<file path="config.mk">
export PLATFORM = sky130hd
export DESIGN_NAME = if_id_decode
export DESIGN_NICKNAME = d
export VERILOG_FILES = /design/src/rtl/if_id_decode.sv
export SDC_FILE = /design/constraint.sdc
export NUM_CORES = 2
export LEC_CHECK = 0
export BUFFER_PORTS_ARGS = -buffer_cell sky130_fd_sc_hd__buf_2
export CAP_MARGIN = 10
export CORE_AREA = 4 4 329 331
export CTS_BUF_LIST = sky130_fd_sc_hd__clkbuf_16
export CTS_CLUSTER_DIAMETER = 40
export DETAILED_ROUTE_END_ITERATION = 16
export DIE_AREA = 0 0 333 335
export HOLD_SLACK_MARGIN = 0.02
export PLACE_DENSITY = 0.7
export SLEW_MARGIN = 20
export SYNTH_ARGS = -nofsm -noshare
export SYNTH_HDL_FRONTEND = slang
export SYNTH_SLANG_ARGS = --single-unit
export TNS_END_PERCENT = 50
</file>
<file path="constraint.sdc">
create_clock -name clk -period 90.9 [get_ports clk]
set_input_delay 18.18 -clock clk [delete_from_list [all_inputs] [get_ports clk]]
set_output_delay 18.18 -clock clk [all_outputs]
set_load 0.05 [all_outputs]
</file>
<file path="src/rtl/if_id_decode.sv">
// rtl/if_id_decode.sv - IF/ID pipeline register with field decode and a 32x32 register file.
// Register reads bypass a same-cycle writeback so decode always sees the newest value.
module if_id_decode #(
  parameter logic [31:0] NOP_WORD = 32'h0000_0000
) (
  input  logic        clk,
  input  logic        rst,
  input  logic [31:0] pc_in,
  input  logic [31:0] instr_in,
  input  logic        stall,
  input  logic        flush,
  input  logic        wb_en,
  input  logic [4:0]  wb_addr,
  input  logic [31:0] wb_data,
  output logic [31:0] pc_out,
  output logic [31:0] instr_out,
  output logic        valid,
  output logic [5:0]  opcode,
  output logic [4:0]  rs,
  output logic [4:0]  rt,
  output logic [4:0]  rd,
  output logic [4:0]  shamt,
  output logic [5:0]  funct,
  output logic [31:0] imm_ext,
  output logic [31:0] rs_data,
  output logic [31:0] rt_data
);

  logic [31:0] regs [32];
  logic        wb_write;

  assign wb_write = wb_en && (wb_addr != 5'd0);

  // Flush wins over stall; a flushed slot still tracks the incoming PC.
  always_ff @(posedge clk or posedge rst) begin
    if (rst) begin
      pc_out    <= 32'h0;
      instr_out <= NOP_WORD;
      valid     <= 1'b0;
    end else if (flush) begin
      pc_out    <= pc_in;
      instr_out <= NOP_WORD;
      valid     <= 1'b0;
    end else if (!stall) begin
      pc_out    <= pc_in;
      instr_out <= instr_in;
      valid     <= 1'b1;
    end
  end

  always_ff @(posedge clk or posedge rst) begin
    if (rst) begin
      for (int i = 0; i < 32; i++) begin
        regs[i] <= 32'h0;
      end
    end else if (wb_write) begin
      regs[wb_addr] <= wb_data;
    end
  end

  assign opcode  = instr_out[31:26];
  assign rs      = instr_out[25:21];
  assign rt      = instr_out[20:16];
  assign rd      = instr_out[15:11];
  assign shamt   = instr_out[10:6];
  assign funct   = instr_out[5:0];
  assign imm_ext = {{16{instr_out[15]}}, instr_out[15:0]};

  assign rs_data = (rs == 5'd0) ? 32'h0 :
                   (wb_write && (wb_addr == rs)) ? wb_data : regs[rs];
  assign rt_data = (rt == 5'd0) ? 32'h0 :
                   (wb_write && (wb_addr == rt)) ? wb_data : regs[rt];

endmodule

</file>
== Word level (Yosys, flattened, before mapping) ==
Index checks and enable logic that the tools add are counted.
Widths: inputs -> output; s select.

* Shift-type cells: 0
* Equal/unequal tests: 3
* $mul: 0
* $lt $le $gt $ge: 4
* Add/subtract/negate cells: 0
* Bitwise operators: 3
* Reductions and logical operators: 7
* Div/mod/pow operators: 0
* Muxes and demuxes: 19

{| class="wikitable"
|+ Operators with widths
! kind !! number
|-
| $bwmux 1024 || 1
|-
| $mux 32 || 13
|-
| $bmux 32 s5 || 2
|-
| $demux 32 s5 || 1
|-
| $ge 6x6->1 const B || 3
|-
| $not 5->6 || 3
|-
| $eq 5x5->1 || 2
|-
| $logic_not 5->1 || 2
|-
| $lt 6x1->1 const B || 1
|-
| $reduce_bool 5->1 || 1
|-
| $logic_and 1x1->1 || 4
|-
| $mux 1 || 2
|-
| $ne 2x1->1 const B || 1
|}

* Flip-flop bits (word level): 1089
* Memory bits (read-only): 0
* Memories kept: 0
* RAM bits: 0
* Bits of input ports: 106
* Latch bits: 0
* Logic and storage cells: 71
* Output and inout bits: 193

== Longest topological paths before layout ==
* Depth after elaboration: 6
* Depth in mapped cells: 8
* Gate-level depth less buffers: 5

== Worst setup path after synthesis ==
OpenSTA, ideal clock, no wires.

* Path type: input to output
* Start point: input port wb_addr[0]
* End point: output port rs_data[12]
* Data required time: 72.720 ns
* Stages on the path: 7
* Arrival: 20.157 ns
* Setup slack: 52.563 ns
* Path buffers: 2
* Cells stage by stage: buf_2 -> nor2_1 -> a21bo_2 -> o31ai_1 -> clkbuf_1 -> o221ai_1 -> nor2_1

* Cells in the longest elaborated chain, start to end: 5
* Elaborated cells between the ends (all ways): 6
* Classes of those cells: eq/ne: 1; mux: 2; reduce/logical: 3

{| class="wikitable"
|+ RTL lines
! item !! RTL line !! source
|-
| start: declaration || 13 || <nowiki>input logic [4:0] wb_addr,</nowiki>
|-
| $reduce_bool 5->1 || 32 || <nowiki>assign wb_write = wb_en && (wb_addr != 5'd0);</nowiki>
|-
| $logic_and 1x1->1 || 32 ||
|-
| $logic_and 1x1->1 * || 70 || <nowiki>(wb_write && (wb_addr == rs)) ? wb_data : regs[rs];</nowiki>
|-
| $mux 32 * || 70 ||
|-
| $mux 32 * || 69 || <nowiki>assign rs_data = (rs == 5'd0) ? 32'h0 :</nowiki>
|-
| end: declaration || 25 || <nowiki>output logic [31:0] rs_data,</nowiki>
|}

Mark *: on every way between the ends. The rest lies on a longest branch, timed or not.

== Worst setup path in the final report ==
* Start point: input port wb_addr[2]
* End point: output port rt_data[14]

* Cells in the longest elaborated chain, start to end: 5
* Elaborated cells between the ends (all ways): 6
* Classes of those cells: eq/ne: 1; mux: 2; reduce/logical: 3

{| class="wikitable"
|+ RTL lines
! item !! RTL line !! source
|-
| $reduce_bool 5->1 || 32 ||
|-
| $logic_and 1x1->1 || 32 ||
|-
| $logic_and 1x1->1 * || 72 || <nowiki>(wb_write && (wb_addr == rt)) ? wb_data : regs[rt];</nowiki>
|-
| $mux 32 * || 72 ||
|-
| $mux 32 * || 71 || <nowiki>assign rt_data = (rt == 5'd0) ? 32'h0 :</nowiki>
|-
| end: declaration || 26 || <nowiki>output logic [31:0] rt_data</nowiki>
|}

Marked as above.

==> summary.md <==
| Metric | Value |
|---|---|
| Reg2reg start | instr_out[21]$_DFFE_PP0P_ |
| Largest net degree at the start of global routing | 158 |
| Post-detail-place hpwl | 99.7 mm |
| Initial antenna violation count | 4 |
| Logic pwr share | 0.201 |
| Hold path depth | 0 |
| Total routed wirelength | 178 mm |
| Largest fanout on the critical path | 17 |
| Final hold vios | 0 |
| YS warnings | 0 |
| Synth area leaders | dfrtp_1, mux4_2, mux2_2 |
| Syn Inst Count | 3902 |
| Clock Skew | 0 ns |
| Cell area after synthesis | 57400 sq um |
| Switching Power | 0.446 mW |
| Most used routing layer | met2 |
| Required @ worst endpoint | 72.72 ns |
| Synth cell types | 38 |
| Clock slew at reported path FFs | 0.05 ns |
| First-pass DRT Iterations | 6 |
| Setup TNS | 0 ns |
| Setup-failing EPs final | 0 |
| Number of cells upsized or downsized after cts | 0 |
| Root cell of the clock tree | clkbuf_16 |
| RSZ-0062 raised after global routing | no |
| F_max | 25.5 MHz |
| Sw Ratio | 0.292 |
| Drc violations | 0 |
| GR Util met1 | 0.444 |
| DRT antenna net count | 0 |
| Pwr dens | 23.8 nW/um^2 |
| Via count | 37600 |
| Clk pwr share | 0.382 |
| Core area | 105000 sq um |
| Post-synthesis sequential area ratio | 0.475 |
| TritonCTS clock tree | yes |
| Minimum clock period | 39.18 ns |
| Startpoint types | input pin |
| Area leader, netlist | dfrtp_1 |
| Final period utilization | 0.431 |
| Ys async rst share | 1.00 |
| Slew Viols, Final | 0 |
| Layout Utilization | 0.612 |
| Peak supply drop | 20.2 uV |
| Hold Crit Class | reg -> reg |
| CTS Hold Buffers Added | 0 |
| # diodes | 0 |
| Starting Density | 0.546 |
| Arrival time worst endpoint | 21.00 ns |
| Net Count, Synth | 4008 |
| IO Port Bufs | 298 |
| Cts bufs inserted | 151 |
| Routed WL per cell | 32.7 um |
| FF-to-FF End | instr_out[21]$_DFFE_PP0P_ |
| Pint | 1.08 mW |
| GP Congestion | 0.870 |
| Die X | 333 um |
| DR vias/cell | 6.89 |
| Cell with the most instances after synthesis | dfrtp_1 |
| Vias in the first global route | 37900 |
| Yosys top cell area share | 0.475 |
| CTS Buffer Depth | 3 |
| Ratio of cells with drive above 1 in the final layout | 0.536 |
| Hold slack | 0.394 ns |
| NumNets Final | 4046 |
| Gr ovfl total | 0 |
| Worst-case reg-to-reg path depth | 3 |
| Global-route wire length before repair | 260 mm |
| Post-CTS setup buffer count | 0 |
| CTS sink cnt | 1089 |
| IO Count | 299 |
| Lkg Pwr | 27.8 nW |
| Slew @ Worst Pin | 1.11 ns |
| Clk Latency, worst-skew pair | 0.74 ns |
| Worst hold endpoint | regs[1019]$_DFFE_PP0P_ |
| Hold Crit Start | regs[1019]$_DFFE_PP0P_ |
| Synth Flop Type | dfrtp_1 |
| Worst setup path category | in -> out |
| Die footprint | 112000 sq um |
| Violation count after the first detailed-routing iteration | 4100 |
| Most common library cells after synthesis | dfrtp_1, mux2_2, mux4_2 |
| Synth-to-layout area growth | 12.2% |
| GRT Util Overall | 0.318 |
| Status | completed |
| Design Power | 1.53 mW |
| Crit. End Element | output port |
| Number of synthesized flops with an enable pin | 0 |
| Std-Cell Rows | 119 |
| FF+latch count, synth | 1089 |
| Max cap viols | 0 |
| Max_slew headroom | 0.252 |
| Met3 Use GR | 0.100 |
| Met2 Use GR | 0.472 |
| Avg Inst Size Synth | 14.7 sq um |
| FF-to-FF setup slack | 89.03 ns |
| Die span in y | 335 um |
| Sequential share of power | 0.417 |
| H-tree Lvls | 4 |
==> placed cells by master (no fill, tap or decap), types with 13 or more instances in the layout <==
cell type	n
nand2_1	45
inv_1	19
clkinv_2	16
o221ai_1	21
clkbuf_16	155
mux2i_1	224
clkinv_1	18
bufinv_16	13
nand2_2	13
mux2_2	985
dfrtp_1	1081
o21ai_0	83
mux4_2	510
inv_6	22
nor2_1	181
buf_4	80
o22ai_1	167
clkinvlp_4	20
clkinv_4	16
buf_2	298
==> cell type report <==
| class | instances | area [sq um] |
|---|---|---|
| fillers | 7923 | 40800 |
| flip-flops and latches | 1089 | 27300 |
| clock inverters | 120 | 1120 |
| repair buffers | 383 | 2200 |
| inverters | 9 | 41.3 |
| multi-input cells | 2306 | 28100 |
| clock buffers | 155 | 3880 |
| well taps | 1391 | 1740 |
==> stage by stage <==
step	worst slack, ns	std cells	area (sq um)
floorplan	42.06	3902	57400
global placement	51.94	5177	59300
detailed placement	51.88	5177	59300
CTS	51.85	5452	64300
global route	51.65	5453	64400
finish	51.72	5453	64400
==> critical path, stage by stage <==
cell and delay (ns):
buf_2 0.19, nor3_2 0.48, a21bo_2 0.37, or3_1 0.50, buf_4 0.41, o21ai_0 0.12, nor2_1 0.36, buf_2 0.36
==> state kept, by name (all words and copies together), names as in the netlist <==
register   count
instr_out     32
valid          1
regs        1024
pc_out        32
==> per-layer routing <==
layer / part of all wire / wire length (um)
met4: 0.040 / 7050
met2: 0.45 / 80000
met3: 0.11 / 19300
met5: 0.000073 / 13
met1: 0.40 / 71800
==> power groups by stage <==
stage | registers [mW] | clock network, mW | logic, mW
3_5_place_dp | 0.643 | 0 | 0.306
3_3_place_gp | 0.637 | 0 | 0.300
5_1_grt | 0.648 | 0.614 | 0.327
6_report | 0.639 | 0.585 | 0.307
4_1_cts | 0.636 | 0.591 | 0.306
2_1_floorplan | 0.630 | 0 | 0.236
==> how the worst max path moves through the flow <==
stage	startpoint	end	slack [ns]	cells past startpoint
4_1_cts	wb_addr[2]	rt_data[14]	51.85	8
5_1_grt	wb_addr[2]	rt_data[14]	51.65	8
3_5_place_dp	wb_addr[2]	rt_data[14]	51.88	8
2_1_floorplan	rst	instr_out[0]$_DFFE_PP0P_	42.06	1
6_report	wb_addr[2]	rt_data[14]	51.72	8
3_3_place_gp	wb_addr[2]	rt_data[14]	51.94	8
==> logic make-up (layout without fill, tap and decap cells) <==
kind of cell,count (synthesis),in the layout,synth area share
mux,1720,1720,0.433
xor+xnor,10,10,0.00153
simple gates,293,293,0.0215
compound gates,283,283,0.0302
buf+inv,507,667,0.0393
flops,1089,1089,0.475
Note: power is estimated with default switching activity, not from simulation.
